--- src/rtl/sn_mem.sv ---
// sn_mem: request-buffered word memory.
// Requests (read/write) are announced one cycle ahead, queued in a small FIFO
// and answered in order through a three-state tx sequencer
// (IDLE -> PRE -> ASSERT).
//
//   state    | meaning
//   ---------+------------------------------------------------------------
//   S_IDLE   | no response in flight; waits for a queued entry and no stall
//   S_PRE    | pre_tx_data announced; next cycle is ASSERT regardless of stall
//   S_ASSERT | v_tx_data high, head entry popped; chains if more remain
module sn_mem #(
  parameter int WORD_WIDTH = 8,
  parameter int ADDR_WIDTH = 4,
  parameter int FIFO_DEPTH = 4
) (
  input  logic                           clk,
  input  logic                           reset,
  input  logic                           pre_rx_req,
  input  logic                           v_rx_req,
  input  logic [1:0]                     rx_req_opcode,
  input  logic [ADDR_WIDTH-1:0]          rx_req_addr,
  input  logic [WORD_WIDTH-1:0]          rx_req_data,
  output logic                           rx_full,
  input  logic                           tx_stall,
  output logic                           pre_tx_data,
  output logic                           v_tx_data,
  output logic [1:0]                     tx_opcode,
  output logic [ADDR_WIDTH-1:0]          tx_addr,
  output logic [WORD_WIDTH-1:0]          tx_data,
  output logic [$clog2(FIFO_DEPTH+1)-1:0] outstanding,
  output logic                           err_proto,
  output logic                           err_overflow
);

  localparam int PW        = (FIFO_DEPTH > 1) ? $clog2(FIFO_DEPTH) : 1;
  localparam int CW        = $clog2(FIFO_DEPTH + 1);
  localparam int MEM_WORDS = 1 << ADDR_WIDTH;

  localparam logic [1:0] OP_DATA_RECV = 2'b10;
  localparam logic [1:0] OP_COMP      = 2'b11;

  typedef enum logic [1:0] {
    S_IDLE   = 2'd0,
    S_PRE    = 2'd1,
    S_ASSERT = 2'd2
  } tx_state_t;

  tx_state_t state, state_nxt;

  logic                  pre_q;
  logic [CW-1:0]         count;
  logic [PW-1:0]         rd_ptr, wr_ptr;
  logic                  fifo_wr   [FIFO_DEPTH];
  logic [ADDR_WIDTH-1:0] fifo_addr [FIFO_DEPTH];
  logic [WORD_WIDTH-1:0] fifo_data [FIFO_DEPTH];
  logic [WORD_WIDTH-1:0] mem       [MEM_WORDS];

  logic                  req_legal, fifo_full, push, pop, more_after_pop;
  logic                  head_wr;
  logic [ADDR_WIDTH-1:0] head_addr;
  logic [WORD_WIDTH-1:0] head_data;

  function automatic logic [PW-1:0] ptr_inc(input logic [PW-1:0] p);
    ptr_inc = (p == PW'(FIFO_DEPTH - 1)) ? '0 : p + PW'(1);
  endfunction

  // A request is legal only if announced last cycle and it is a read or write.
  assign req_legal      = v_rx_req && pre_q && !rx_req_opcode[1];
  // Full means every entry is taken; a pop in the same cycle does not make room.
  assign fifo_full      = (count == CW'(FIFO_DEPTH));
  assign push           = req_legal && !fifo_full;
  assign pop            = (state == S_ASSERT);
  assign more_after_pop = (count > CW'(1)) || push;
  assign rx_full        = (count > CW'(FIFO_DEPTH - 2));
  assign outstanding    = count;

  assign head_wr   = fifo_wr[rd_ptr];
  assign head_addr = fifo_addr[rd_ptr];
  assign head_data = fifo_data[rd_ptr];

  // Request intake: announce tracking, FIFO pointers/occupancy, error flags.
  always_ff @(posedge clk or negedge reset) begin
    if (!reset) begin
      pre_q        <= 1'b0;
      count        <= '0;
      rd_ptr       <= '0;
      wr_ptr       <= '0;
      err_proto    <= 1'b0;
      err_overflow <= 1'b0;
      for (int i = 0; i < FIFO_DEPTH; i++) begin
        fifo_wr[i]   <= 1'b0;
        fifo_addr[i] <= '0;
        fifo_data[i] <= '0;
      end
    end else begin
      pre_q     <= pre_rx_req;
      err_proto <= v_rx_req && !req_legal;
      if (req_legal && fifo_full) err_overflow <= 1'b1;
      if (push) begin
        fifo_wr[wr_ptr]   <= rx_req_opcode[0];
        fifo_addr[wr_ptr] <= rx_req_addr;
        fifo_data[wr_ptr] <= rx_req_data;
        wr_ptr            <= ptr_inc(wr_ptr);
      end
      if (pop) rd_ptr <= ptr_inc(rd_ptr);
      case ({push, pop})
        2'b10:   count <= count + CW'(1);
        2'b01:   count <= count - CW'(1);
        default: count <= count;
      endcase
    end
  end

  // Word storage: reset to its own index, written when a write head is answered.
  always_ff @(posedge clk or negedge reset) begin
    if (!reset) begin
      for (int i = 0; i < MEM_WORDS; i++) mem[i] <= WORD_WIDTH'(i);
    end else if (pop && head_wr) begin
      mem[head_addr] <= head_data;
    end
  end

  // Tx sequencer state register.
  always_ff @(posedge clk or negedge reset) begin
    if (!reset) state <= S_IDLE;
    else        state <= state_nxt;
  end

  // Tx sequencer next state; the incoming push counts so an empty-queue request
  // is announced the very next cycle.
  always_comb begin
    state_nxt = state;
    case (state)
      S_IDLE:   if (((count != '0) || push) && !tx_stall) state_nxt = S_PRE;
      S_PRE:    state_nxt = S_ASSERT;
      S_ASSERT: state_nxt = (more_after_pop && !tx_stall) ? S_ASSERT : S_IDLE;
      default:  state_nxt = S_IDLE;
    endcase
  end

  // Tx outputs; response fields are held at zero outside the valid cycle.
  always_comb begin
    pre_tx_data = 1'b0;
    v_tx_data   = 1'b0;
    tx_opcode   = '0;
    tx_addr     = '0;
    tx_data     = '0;
    case (state)
      S_PRE: pre_tx_data = 1'b1;
      S_ASSERT: begin
        v_tx_data   = 1'b1;
        pre_tx_data = (state_nxt == S_ASSERT);
        tx_addr     = head_addr;
        if (head_wr) begin
          tx_opcode = OP_COMP;
          tx_data   = head_data;
        end else begin
          tx_opcode = OP_DATA_RECV;
          tx_data   = mem[head_addr];
        end
      end
      default: ;
    endcase
  end

endmodule

--- config.mk ---
export PLATFORM = sky130hd
export DESIGN_NAME = sn_mem
export DESIGN_NICKNAME = d
export VERILOG_FILES = /design/src/rtl/sn_mem.sv
export SDC_FILE = /design/constraint.sdc
export NUM_CORES = 1
export LEC_CHECK = 0
export CORE_MARGIN = 10
export CORE_UTILIZATION = 39
export CTS_BUF_LIST = sky130_fd_sc_hd__clkbuf_16
export DETAILED_ROUTE_END_ITERATION = 6
export PLACE_DENSITY_LB_ADDON = 0.08
export REMOVE_ABC_BUFFERS = 1
export SLEW_MARGIN = 20
export SYNTH_ARGS = -nofsm -noshare
export SYNTH_HDL_FRONTEND = slang
export SYNTH_SLANG_ARGS = --single-unit
--- constraint.sdc ---
create_clock -name clk -period 3.19 [get_ports clk]
set_clock_uncertainty 0.05 [all_clocks]
set_input_delay 0.638 -clock clk [delete_from_list [all_inputs] [get_ports clk]]
set_output_delay 0.638 -clock clk [all_outputs]
set_load 0.01 [all_outputs]
==> impl_metrics.json <==
{
  "status": "complete, but fails checks",
  "violations": "negative setup slack",
  "io_pins": 41,
  "synth-seq-cells": 192,
  "synth-seq-area-share": 0.518,
  "max_stage_delay_ns": 0.66,
  "pre_cts_slack_ns": -0.619,
  "drt-met1-wl_um": 10100,
  "die_h_um": 175,
  "top_layer": "met4",
  "grt_pass1_wl_um": 35500,
  "synth_cell_types": 43,
  "cp_max_fo": 7,
  "die_w_um": 175,
  "synth_top_cell_area_share": 0.428,
  "start_kind": "register",
  "p_comb_frac": 0.538,
  "synthAdderAreaFrac": 0.0201,
  "holdCritPathClass": "in2async",
  "initial_core_util": 0.397,
  "ant_nets": 0,
  "root_buffer": "clkbuf_16",
  "cts_tree": "done",
  "switching_power_uw": 5080,
  "gp_congestion": 0.765,
  "yosys_warnings": 0,
  "grt_max_degree": 81,
  "intPower_uw": 8220,
  "relSlewSlack": 0.563,
  "h-tree-depth": 4,
  "clkTransAtPathRegs_ns": 0.09,
  "tightest_slew_ns": 0.656,
  "cts_made_buffers": 17,
  "grt_antenna_before_repair": 0,
  "cap_violations": 0,
  "num_vias": 5497,
  "clockBufferDepth": 2,
  "setup_viol": 8,
  "p_sw_frac": 0.382,
  "peakVddDrop_v": 0.000468,
  "worstPathRequired_ns": 2.50,
  "postSynthAreaPerCell_um2": 14.6,
  "fill_cells": 2110,
  "synthFlopType": "dfrtp_1",
  "fmaxAchievable_mhz": 283,
  "final_nets": 758,
  "hold_violations": 0,
  "grt_overflow": 0,
  "endpoint_kind": "output port",
  "drt_iter0_drc": 219,
  "placed_cell_area_um2": 10500,
  "slew_violations": 0,
  "holdWs_ns": 0.172,
  "dr_wl_met3_um": 613,
  "area_growth_pct": 22.3,
  "worstPathArrival_ns": 2.84,
  "rsz0062_at_grt": "yes",
  "synthMuxAreaShare": 0.364,
  "setup_ws_ns": -0.341,
  "synth_edf_count": 0,
  "drt_wl_total_um": 22300,
  "port_buffers": 40,
  "pwr-share-seq": 0.299,
  "core_area_um2": 23500,
  "dp_hpwl_um": 15100,
  "syn-cell-area_um2": 9350,
  "rr_endpoint": "mem[63]",
  "grt_pass1_vias": 6139,
  "crit_chain": "mux4_4, buf_12, buf_16, mux2i_1, mux2i_2, o22ai_2, o31ai_1, buf_4, buf_6",
  "num_rows": 56,
  "routedWlPerCell_um": 21.1,
  "min_period_over_period": 1.11,
  "drive_gt1_frac": 0.501,
  "synthTopCellsByArea": "dfrtp_1 43%, mux2_2 18%, mux2i_1 10%, dfstp_2 9.0%, mux2_4 3.9%",
  "holdBufCountCts": 0,
  "async_reset_ff_frac": 1.00,
  "synth_compound_area_frac": 0.0264,
  "synth_xor_xnor_area_share": 0.00281,
  "synth-simple-area-share": 0.0418,
  "wl_met2_um": 11300,
  "drtPass1Iterations": 4,
  "rrSetupSlack_ns": 0.29,
  "yosysTopAreaCell": "dfrtp_1",
  "dieArea_um2": 30600,
  "stdcell_area_um2": 11400,
  "min_period_ns": 3.53,
  "crit_slowest_cell": "mux4_4",
  "crit_type": "reg2out",
  "r2r_cells": 8,
  "r2r_start": "rd_ptr[0]",
  "p_leak_uw": 0.00527,
  "synth_top_family_by_area": "multiplexers",
  "clkPwrFrac": 0.163,
  "synthesis.instances": 640,
  "clk_latency_ns": 0.45,
  "route.detailed.drc": 0,
  "antenna_cells": 0,
  "power.density_nw_per_um2": 1160,
  "numClockSinks": 192,
  "grt.total_usage": 0.150,
  "vias_per_cell": 5.21
}
[repair_timing]
| action | 4_1_cts | 5_1_grt |
|---|---|---|
| gates resized for setup | 70 | 25 |
| endpoints found under the setup margin | 11 | 9 |
| pin swaps | 17 | 18 |
| buffers inserted | 4 | 1 |
| cloned | 5 | 0 |
| hold endpoints to repair | 0 | 0 |
[layout by cell type (no fill, tap or decap), types with 3 or more instances in the layout]
cell type / n
nand2b_1: 6
nor2_1: 3
clkbuf_16: 17
inv_1: 10
nand2_1: 17
mux2_1: 9
buf_4: 44
dfstp_2: 32
buf_2: 4
clkdlybuf4s50_1: 26
and2_1: 3
dfrtp_1: 160
nor2_4: 7
o22ai_1: 10
buf_6: 7
clkinv_8: 5
inv_6: 6
mux2i_4: 3
ha_1: 13
mux2_4: 24
mux2_2: 149
buf_12: 11
o31ai_1: 4
buf_16: 4
o21ai_0: 4
nor2_2: 3
xnor2_1: 3
mux4_2: 12
o22ai_2: 6
mux2i_2: 8
mux2i_1: 86
o31ai_2: 4
[registers in the layout, indices dropped and copies added, names as in the netlist]
signal,flops
err_overflow,1
outstanding,3
fifo_data,32
pre_q,1
rd_ptr,2
mem,128
fifo_addr,16
fifo_wr,4
err_proto,1
state,2
wr_ptr,2
[power groups by stage]
stage / Sequential [uW] / Clock (uW) / Combinational (uW)
2_1_floorplan: 3930 / 0 / 3760
3_3_place_gp: 3940 / 0 / 6210
3_5_place_dp: 4010 / 0 / 6330
4_1_cts: 3970 / 2230 / 7090
5_1_grt: 4090 / 2330 / 7630
6_report: 3970 / 2170 / 7160
[layout make-up]
cell class,instances,area [um^2],area share
clock inverters,15,181,0.0159
inverters,12,45.0,0.00394
repair buffers,102,1110,0.0969
clock buffers,17,425,0.0372
flip-flops and latches,192,4840,0.424
multi-input cells,399,4430,0.388
well taps,319,399,0.0349
[worst max-delay path: cells and delay by family, from the launching register on]
family | cells | cell delay, ns
buffers and inverters | 4 | 0.60
muxes | 3 | 1.00
AOI/OAI and AO/OA | 2 | 0.38
DFF | 1 | 0.39
[synth_stat cells, drive strengths merged, types with 12 or more instances]
cell / n
buf: 29
dfrtp: 160
dfstp: 32
ha: 15
inv: 12
mux2: 182
mux2i: 97
mux4: 13
nand2: 17
nor2: 15
o22ai: 16
[layer usage]
| layer | track usage | vias up |
|---|---|---|
| met5 | 0 | - |
| met4 | 0.0406 | 0 |
| met3 | 0.0280 | 16 |
| met2 | 0.257 | 65 |
| met1 | 0.190 | 2925 |
| li1 | - | 2491 |
[cells by family after synthesis]
kind of cell               Yosys count
and+or+nand+nor                     52
buffers and inverters               49
DFF                                192
muxes                              292
xor gates and xnor gates             3
AOI/OAI and AO/OA                   37
adders and majority gates           15
[worst max-delay path by stage]
stage / start / to / slack, ns / cells after the start
final: rd_ptr[0] / tx_data[1] / -0.34 / 9
after global routing: rd_ptr[0] / tx_data[1] / -0.46 / 9
after CTS: rd_ptr[0] / tx_data[4] / -0.38 / 8
after detailed placement: rx_req_opcode[1] / pre_tx_data / -0.62 / 7
after global placement: rx_req_opcode[1] / pre_tx_data / -0.62 / 7
after floorplan: rd_ptr[0] / tx_data[0] / -0.65 / 5
[per-stage QoR]
stage / utilization / power (uW) / std cells / setup TNS, ns
floorplan: - / 7700 / 603 / -25.78
global placement: 0.444 / 10100 / 1015 / -2.79
detailed placement: 0.444 / 10300 / 1015 / -2.84
CTS: 0.481 / 13300 / 1056 / -2.72
global route: 0.486 / 14100 / 1056 / -3.22
finish: 0.486 / 13300 / 1056 / -2.29
(Power assumes the default switching activity.)
